<file path="src/rtl/regc_arbiter_pkg.sv">
// rtl/regc_arbiter_pkg.sv - shared state encodings and widths for the register-C arbiter
package regc_arbiter_pkg;

    typedef enum logic [1:0] {
        ST_IDLE = 2'd0,
        ST_LOAD = 2'd1,
        ST_GAP  = 2'd2
    } state_e;

    localparam int GAP_W  = 4;
    localparam int DATA_W = 32;
    localparam int CNT_W  = 8;

    localparam logic SRC_A = 1'b0;
    localparam logic SRC_B = 1'b1;

endpackage

</file>
<file path="src/rtl/rr_arb2.sv">
// rtl/rr_arb2.sv - two-way round-robin winner select, purely combinational
module rr_arb2 (
    input  logic reqA,
    input  logic reqB,
    input  logic lastSrc,
    output logic grantA,
    output logic grantB
);

    // On contention the requester that did not win last time takes the grant.
    assign grantA = reqA & (~reqB | lastSrc);
    assign grantB = reqB & (~reqA | ~lastSrc);

endmodule

</file>
<file path="src/rtl/regc_arbiter.sv">
// rtl/regc_arbiter.sv - arbitrates two writers onto register C with a configurable idle gap
module regc_arbiter
    import regc_arbiter_pkg::*;
#(
    parameter int GAP_CYCLES = 1
) (
    input  logic              clk,
    input  logic              rst,
    input  logic              reqA,
    input  logic [DATA_W-1:0] dataA,
    output logic              ackA,
    input  logic              reqB,
    input  logic [DATA_W-1:0] dataB,
    output logic              ackB,
    output logic              loadC,
    output logic [DATA_W-1:0] dataCin,
    output logic              busy,
    output logic              lastSrc,
    output logic [CNT_W-1:0]  loadCnt
);

    localparam logic [GAP_W-1:0] GAP_LAST =
        (GAP_CYCLES > 0) ? GAP_W'(GAP_CYCLES - 1) : '0;

    state_e              state_q, state_d;
    logic [GAP_W-1:0]    gap_cnt_q, gap_cnt_d;
    logic                win_q, win_d;
    logic [DATA_W-1:0]   data_q, data_d;
    logic                load_q, load_d;
    logic                ack_a_q, ack_a_d;
    logic                ack_b_q, ack_b_d;
    logic                busy_q, busy_d;
    logic                last_src_q, last_src_d;
    logic [CNT_W-1:0]    load_cnt_q, load_cnt_d;

    logic                grant_a;
    logic                grant_b;

    // win_q tracks the arbitration decision immediately so back-to-back grants
    // alternate even though lastSrc only updates once the load completes.
    rr_arb2 u_rr_arb2 (
        .reqA    (reqA),
        .reqB    (reqB),
        .lastSrc (win_q),
        .grantA  (grant_a),
        .grantB  (grant_b)
    );

    always_comb begin
        state_d   = state_q;
        gap_cnt_d = gap_cnt_q;
        win_d     = win_q;
        data_d    = data_q;

        case (state_q)
            ST_IDLE: begin
                if (grant_a || grant_b) begin
                    state_d = ST_LOAD;
                    win_d   = grant_b ? SRC_B : SRC_A;
                    data_d  = grant_b ? dataB : dataA;
                end
            end
            ST_LOAD: begin
                gap_cnt_d = '0;
                state_d   = (GAP_CYCLES > 0) ? ST_GAP : ST_IDLE;
            end
            ST_GAP: begin
                if (gap_cnt_q == GAP_LAST) begin
                    state_d   = ST_IDLE;
                    gap_cnt_d = '0;
                end else begin
                    gap_cnt_d = gap_cnt_q + 4'd1;
                end
            end
            default: begin
                state_d   = ST_IDLE;
                gap_cnt_d = '0;
            end
        endcase

        // Strobes trail the LOAD state by one register stage.
        load_d  = (state_q == ST_LOAD);
        ack_a_d = (state_q == ST_LOAD) && (win_q == SRC_A);
        ack_b_d = (state_q == ST_LOAD) && (win_q == SRC_B);
        busy_d  = (state_d != ST_IDLE);

        last_src_d = last_src_q;
        load_cnt_d = load_cnt_q;
        if (load_q) begin
            last_src_d = ack_b_q;
            load_cnt_d = load_cnt_q + 8'd1;
        end
    end

    always_ff @(posedge clk) begin
        if (rst) begin
            state_q    <= ST_IDLE;
            gap_cnt_q  <= '0;
            win_q      <= SRC_B;
            data_q     <= '0;
            load_q     <= 1'b0;
            ack_a_q    <= 1'b0;
            ack_b_q    <= 1'b0;
            busy_q     <= 1'b0;
            last_src_q <= SRC_B;
            load_cnt_q <= '0;
        end else begin
            state_q    <= state_d;
            gap_cnt_q  <= gap_cnt_d;
            win_q      <= win_d;
            data_q     <= data_d;
            load_q     <= load_d;
            ack_a_q    <= ack_a_d;
            ack_b_q    <= ack_b_d;
            busy_q     <= busy_d;
            last_src_q <= last_src_d;
            load_cnt_q <= load_cnt_d;
        end
    end

    assign ackA    = ack_a_q;
    assign ackB    = ack_b_q;
    assign loadC   = load_q;
    assign dataCin = data_q;
    assign busy    = busy_q;
    assign lastSrc = last_src_q;
    assign loadCnt = load_cnt_q;

endmodule

</file>
<file path="config.mk">
export PLATFORM = sky130hd
export DESIGN_NAME = regc_arbiter
export DESIGN_NICKNAME = d
export VERILOG_FILES = /design/src/rtl/regc_arbiter_pkg.sv /design/src/rtl/rr_arb2.sv /design/src/rtl/regc_arbiter.sv
export SDC_FILE = /design/constraint.sdc
export NUM_CORES = 1
export LEC_CHECK = 0
export BUFFER_PORTS_ARGS = -buffer_cell sky130_fd_sc_hd__buf_2
export CAP_MARGIN = 20
export CORE_ASPECT_RATIO = 1.4
export CORE_UTILIZATION = 48
export CTS_BUF_LIST = sky130_fd_sc_hd__clkbuf_2 sky130_fd_sc_hd__clkbuf_4 sky130_fd_sc_hd__clkbuf_8
export DETAILED_ROUTE_END_ITERATION = 12
export GPL_TIMING_DRIVEN = 0
export MAX_ROUTING_LAYER = met4
export PLACE_DENSITY = 0.87
export SLEW_MARGIN = 30
export SYNTH_ARGS = -nofsm -noshare
export SYNTH_HDL_FRONTEND = slang
export SYNTH_SLANG_ARGS = --single-unit
</file>
<file path="constraint.sdc">
create_clock -name clk -period 1.5 [get_ports clk]
set_clock_uncertainty 0.05 [all_clocks]
set_input_delay 0.075 -clock clk [delete_from_list [all_inputs] [get_ports clk]]
set_output_delay 0.075 -clock clk [all_outputs]
set_load 0.02 [all_outputs]
</file>
=== Word-level counts from Yosys, hierarchy flattened ===
Index checks and enable logic that the tools add are counted.

* Bits in registers: 52
* Bits of input ports: 68
* Output and inout bits: 45

* Add/subtract/negate cells: 2
* Equal/unequal tests: 2
* Mux-type cells: 7
* Bitwise logic cells: 7
* Reduce and logical (&&, ||, !) cells: 7

{| class="wikitable"
|+ Operators by type and width
! kind !! count
|-
| $mux W32 || 1
|-
| $add A8 B1 Y8 const B || 1
|-
| $pmux W4 S2 || 1
|-
| $pmux W2 S3 || 1
|-
| $add A4 B1 Y4 const B || 1
|-
| $logic_not A4 Y1 || 1
|-
| $mux W2 || 2
|-
| $mux W4 || 1
|-
| $not A1 Y1 || 3
|-
| $and A1 B1 Y1 || 2
|-
| $eq A2 B1 Y1 const B || 1
|-
| $eq A2 B2 Y1 const B || 1
|-
| $logic_and A1 B1 Y1 || 2
|-
| $logic_not A2 Y1 || 1
|-
| $or A1 B1 Y1 || 2
|-
| $reduce_and A2 Y1 || 1
|-
| $reduce_bool A2 Y1 || 1
|-
| $logic_or A1 B1 Y1 || 1
|-
| $mux W1 || 1
|}

=== Longest topological paths before layout ===
* Depth in word-level cells: 7
* Gate-level depth with buffers: 6
* Depth with buffers taken out: 5

=== Modules after synthesis ===
Synthesis repeated with hierarchy kept, for this count alone.

* Cell total of the unflattened synthesis: 235
* Area total of the unflattened synthesis: 2441.1 sq um

{| class="wikitable"
|+ By module, submodules not included
! module !! times used !! cells each !! area an instance (sq um) !! seq. area each (sq um)
|-
| regc_arbiter || 1 || 232 || 2422.3 || 1041.0
|-
| rr_arb2 || 1 || 3 || 18.8 || 0.0
|}

=== Worst setup path after synthesis ===
OpenSTA, ideal clock, no wires.

* Path type: register to register
* Start: register load_q (netlist: loadC)
* End: register load_cnt_q[5] (netlist: loadCnt[5])
* Data arrival time: 1.284 ns
* Setup slack: 0.096 ns
* Cell stages (with the launch flop): 5
* Path buffers: 1
* Period minus slack after synthesis: 1.404 ns
* Path through: dfxtp_1 > buf_2 > nand4_1 > or3_1 > a21oi_1

{| class="wikitable"
|+ RTL lines
! what !! line !! RTL
|-
| start, declared || regc_arbiter.sv:29 || <nowiki>logic load_q, load_d;</nowiki>
|-
| start signal, assigned || regc_arbiter.sv:112 || <nowiki>load_q <= load_d;</nowiki>
|-
| end signal, assigned || regc_arbiter.sv:117 || <nowiki>load_cnt_q <= load_cnt_d;</nowiki>
|-
| end, declared || regc_arbiter.sv:34 || <nowiki>logic [CNT_W-1:0] load_cnt_q, load_cnt_d;</nowiki>
|}

=== Worst setup path after layout ===
* Start: register state_q[0]
* End: register data_q[22] (netlist: dataCin[22])

* Longest elaborated chain between the ends: 2

{| class="wikitable"
|+ RTL lines
! what !! line !! RTL
|-
| start, declared || regc_arbiter.sv:25 || <nowiki>state_e state_q, state_d;</nowiki>
|-
| start signal, assigned || regc_arbiter.sv:108 || <nowiki>state_q <= state_d;</nowiki>
|-
| $logic_not A2 Y1 || regc_arbiter.sv:55 || <nowiki>case (state_q)</nowiki>
|-
| $reduce_and A2 Y1 (no line) || - ||
|-
| end signal, assigned || regc_arbiter.sv:111 || <nowiki>data_q <= data_d;</nowiki>
|-
| end, declared || regc_arbiter.sv:28 || <nowiki>logic [DATA_W-1:0] data_q, data_d;</nowiki>
|}

Every way passes these cells.
A chain may end at the register's enable or synchronous reset.

==> run metrics <==
die area 0.00541 mm2; Peak Freq 696 MHz; Synthesized Nets 340; Final Hold Viols 0; fillers 375; Initial Utilization 50.3%; clock sinks 52; Inst Count DP 444; Die H 86.6 um; Worst Max-Slew Pin Slew 0.688 ns; CP startpoint kind flop; min Tclk post-route 1.44 ns; Worst-path clk slew 0.10 ns; area delta synth->final 39.6%; MaxCap Viol Count 0; register area share after synthesis 42.4%; fin nets 478; hold path start dataA[11]; fin util 70.3%; Final GP Congestion 0.856; Critical Path Sink Type flop; Via Count 2566; antenna viol nets, final 0; Crit Reg-Reg Startpoint state_q[0]; HPWL after DPL 4.74 mm; Worst-Skew Late Latency 0.31 ns; layout cells sized above 1 42.2%; Hold EP dataCin[11]; Critical Path RT 1.66 ns; commonest non-fill, non-tap cell in the layout buf_2; Residual DRC 0; largest net degree at the start of global routing 17; Final Cycle Share 95.8%; hold_ws 0.00269 ns; r2r worst-path depth 5; maximum vdd ir drop 0.814 mV; CTS Buffer Depth 2; pwr dens 1020 mW/mm2; Total Wirelength 6.71 mm; Hold Crit Class primary input to flop; Die Wd 62.5 um; RSZ-0062 raised after global routing true; Final TNS setup 0 ns; WP data arrival 1.60 ns; Via-to-Cell Ratio 5.44; worst reg2reg setup slack 0.06 ns; most frequent cells in the layout buf_2, nand2_1, dfxtp_1; cell row count 30; Slew headroom 54.1%; H-tree depth 2; CTS Buf Count 5; antenna violations before repair 0; final std cells w/o fill 472; Slew Limit Fails 0; n_diodes 0; CTS Root Cell clkbuf_8; Synth Instances 269; Post-Syn Area 0.00246 mm2; GRT Total Usage 25.3%; Setup CP Type flop to flop; Placed Area 0.00309 mm2; I/O pin count 113; hold depth 3; Iteration-0 DRC Markers 57; vias in the first global route 2539; Core ar. 0.00488 mm2; Warnings, synthesis 0; Post-CTS Setup Repair Bufs 0; mean post-synth cell area 9.13 um2; DRT Pass-1 Iters 4; routed length per instance 14.2 um; r2r endpoint dataCin[22]; CP Max Fanout 10; Overflow after GRT 0; FF+latch count, synth 52; Final Instance Area 0.00343 mm2; TritonCTS clock tree built; number of I/O port buffers 111; outcome finished clean; global-route wire length before repair 10.7 mm; Yosys cell types 34; count of final setup violators 0; Static Leak 0.00152 uW
[synth_stat cells]
master	count	area (um2)
nand3b_1	1	7.51
xor2_1	3	26.3
nand3_1	3	15.0
nor2_1	7	26.3
nand2_1	70	263
a221o_1	1	10.0
and2_4	1	8.76
mux2i_1	2	20.0
or2_1	1	6.26
a21oi_1	36	180
nor2_2	1	6.26
or3_1	3	18.8
nand4_1	4	25.0
a311oi_1	2	17.5
nand2b_1	2	12.5
and2_1	1	6.26
inv_1	3	11.3
clkbuf_1	10	37.5
a311oi_2	30	450
nor2b_1	2	12.5
dfxtp_1	52	1040
or3b_2	1	8.76
xnor2_1	2	17.5
o21ai_0	3	15.0
ha_1	3	37.5
a211oi_1	2	15.0
a21bo_2	1	10.0
a211o_1	2	17.5
buf_1	2	7.51
a31oi_1	1	6.26
buf_6	5	56.3
buf_2	8	40.0
nor3_1	3	15.0
a21boi_1	1	7.51
[worst max path at each step]
stage / start / endpoint / slack [ns] / depth (start not counted)
global placement: state_q[1] / dataCin[21] / -0.00002 / 6
finish: state_q[0] / dataCin[22] / 0.06 / 5
floorplan: loadC / loadCnt[5] / 0.1 / 4
detailed placement: win_q / dataCin[22] / -0.08 / 4
CTS: gap_cnt_q[0] / busy / 0.02 / 5
global route: state_q[1] / dataCin[23] / -0.005 / 5
[layer usage]
metal,wire length [um],GRT usage (%)
met5,0,-
met1,2610,25.7
met3,336,4.34
met4,93,7.19
met2,3680,49.0
[worst max-delay path, cell delays in order (launching register included)]
cell	delay [ns]
dfxtp_1	0.52
nor2_4	0.12
and2_4	0.16
buf_6	0.12
buf_6	0.15
a311oi_2	0.22
[through the flow]
step / worst slack [ns] / power, uW
after detailed placement: -0.0827 / 2500
after CTS: 0.0239 / 3470
final: 0.0630 / 3480
after global routing: -0.00550 / 3650
after floorplan: 0.0956 / 2210
after global placement: -0.0000198 / 2480
[cell families after synthesis]
kind of cell             after synthesis  synth area share [%]
AND/OR/NAND/NOR                      100                  17.6
AO/OA/AOI/OAI                         79                  29.7
flip-flops                            52                  42.4
buffers and inverters                 28                  6.22
XOR/XNOR                               5                  1.78
adder cells (fa/ha/maj)                3                  1.53
multiplexers                           2                 0.815
[flip-flops by register name, indices dropped and copies added (netlist names)]
signal,count
win_q,1
ackB,1
gap_cnt_q,4
dataCin,32
busy,1
ackA,1
state_q,2
loadC,1
loadCnt,8
lastSrc,1
[cell type report]
class	instances	area, um2	share of cell area, %
sequential	52	1040	30.4
multi-input combinational	189	1270	37.2
inverter	3	11.3	0.328
tap	64	80.1	2.34
buffer	25	153	4.45
timing repair buffer	131	756	22.0
clock buffer	5	68.8	2.01
clock inverter	3	42.5	1.24
[where the power goes]
part           switching (uW)  leakage, uW  internal [uW]
Combinational             552      0.00103            405
Clock                     455    0.0000541            494
Sequential               73.0     0.000429           1500
Total                    1080      0.00152           2400
[what timing repair did]
action                                 in CTS  in global routing
setup endpoints to repair                  26                 25
hold buffers                               16                  4
gates resized for setup                     5                  6
endpoints found under the hold margin      12                  4
(Power assumes the default switching activity.)
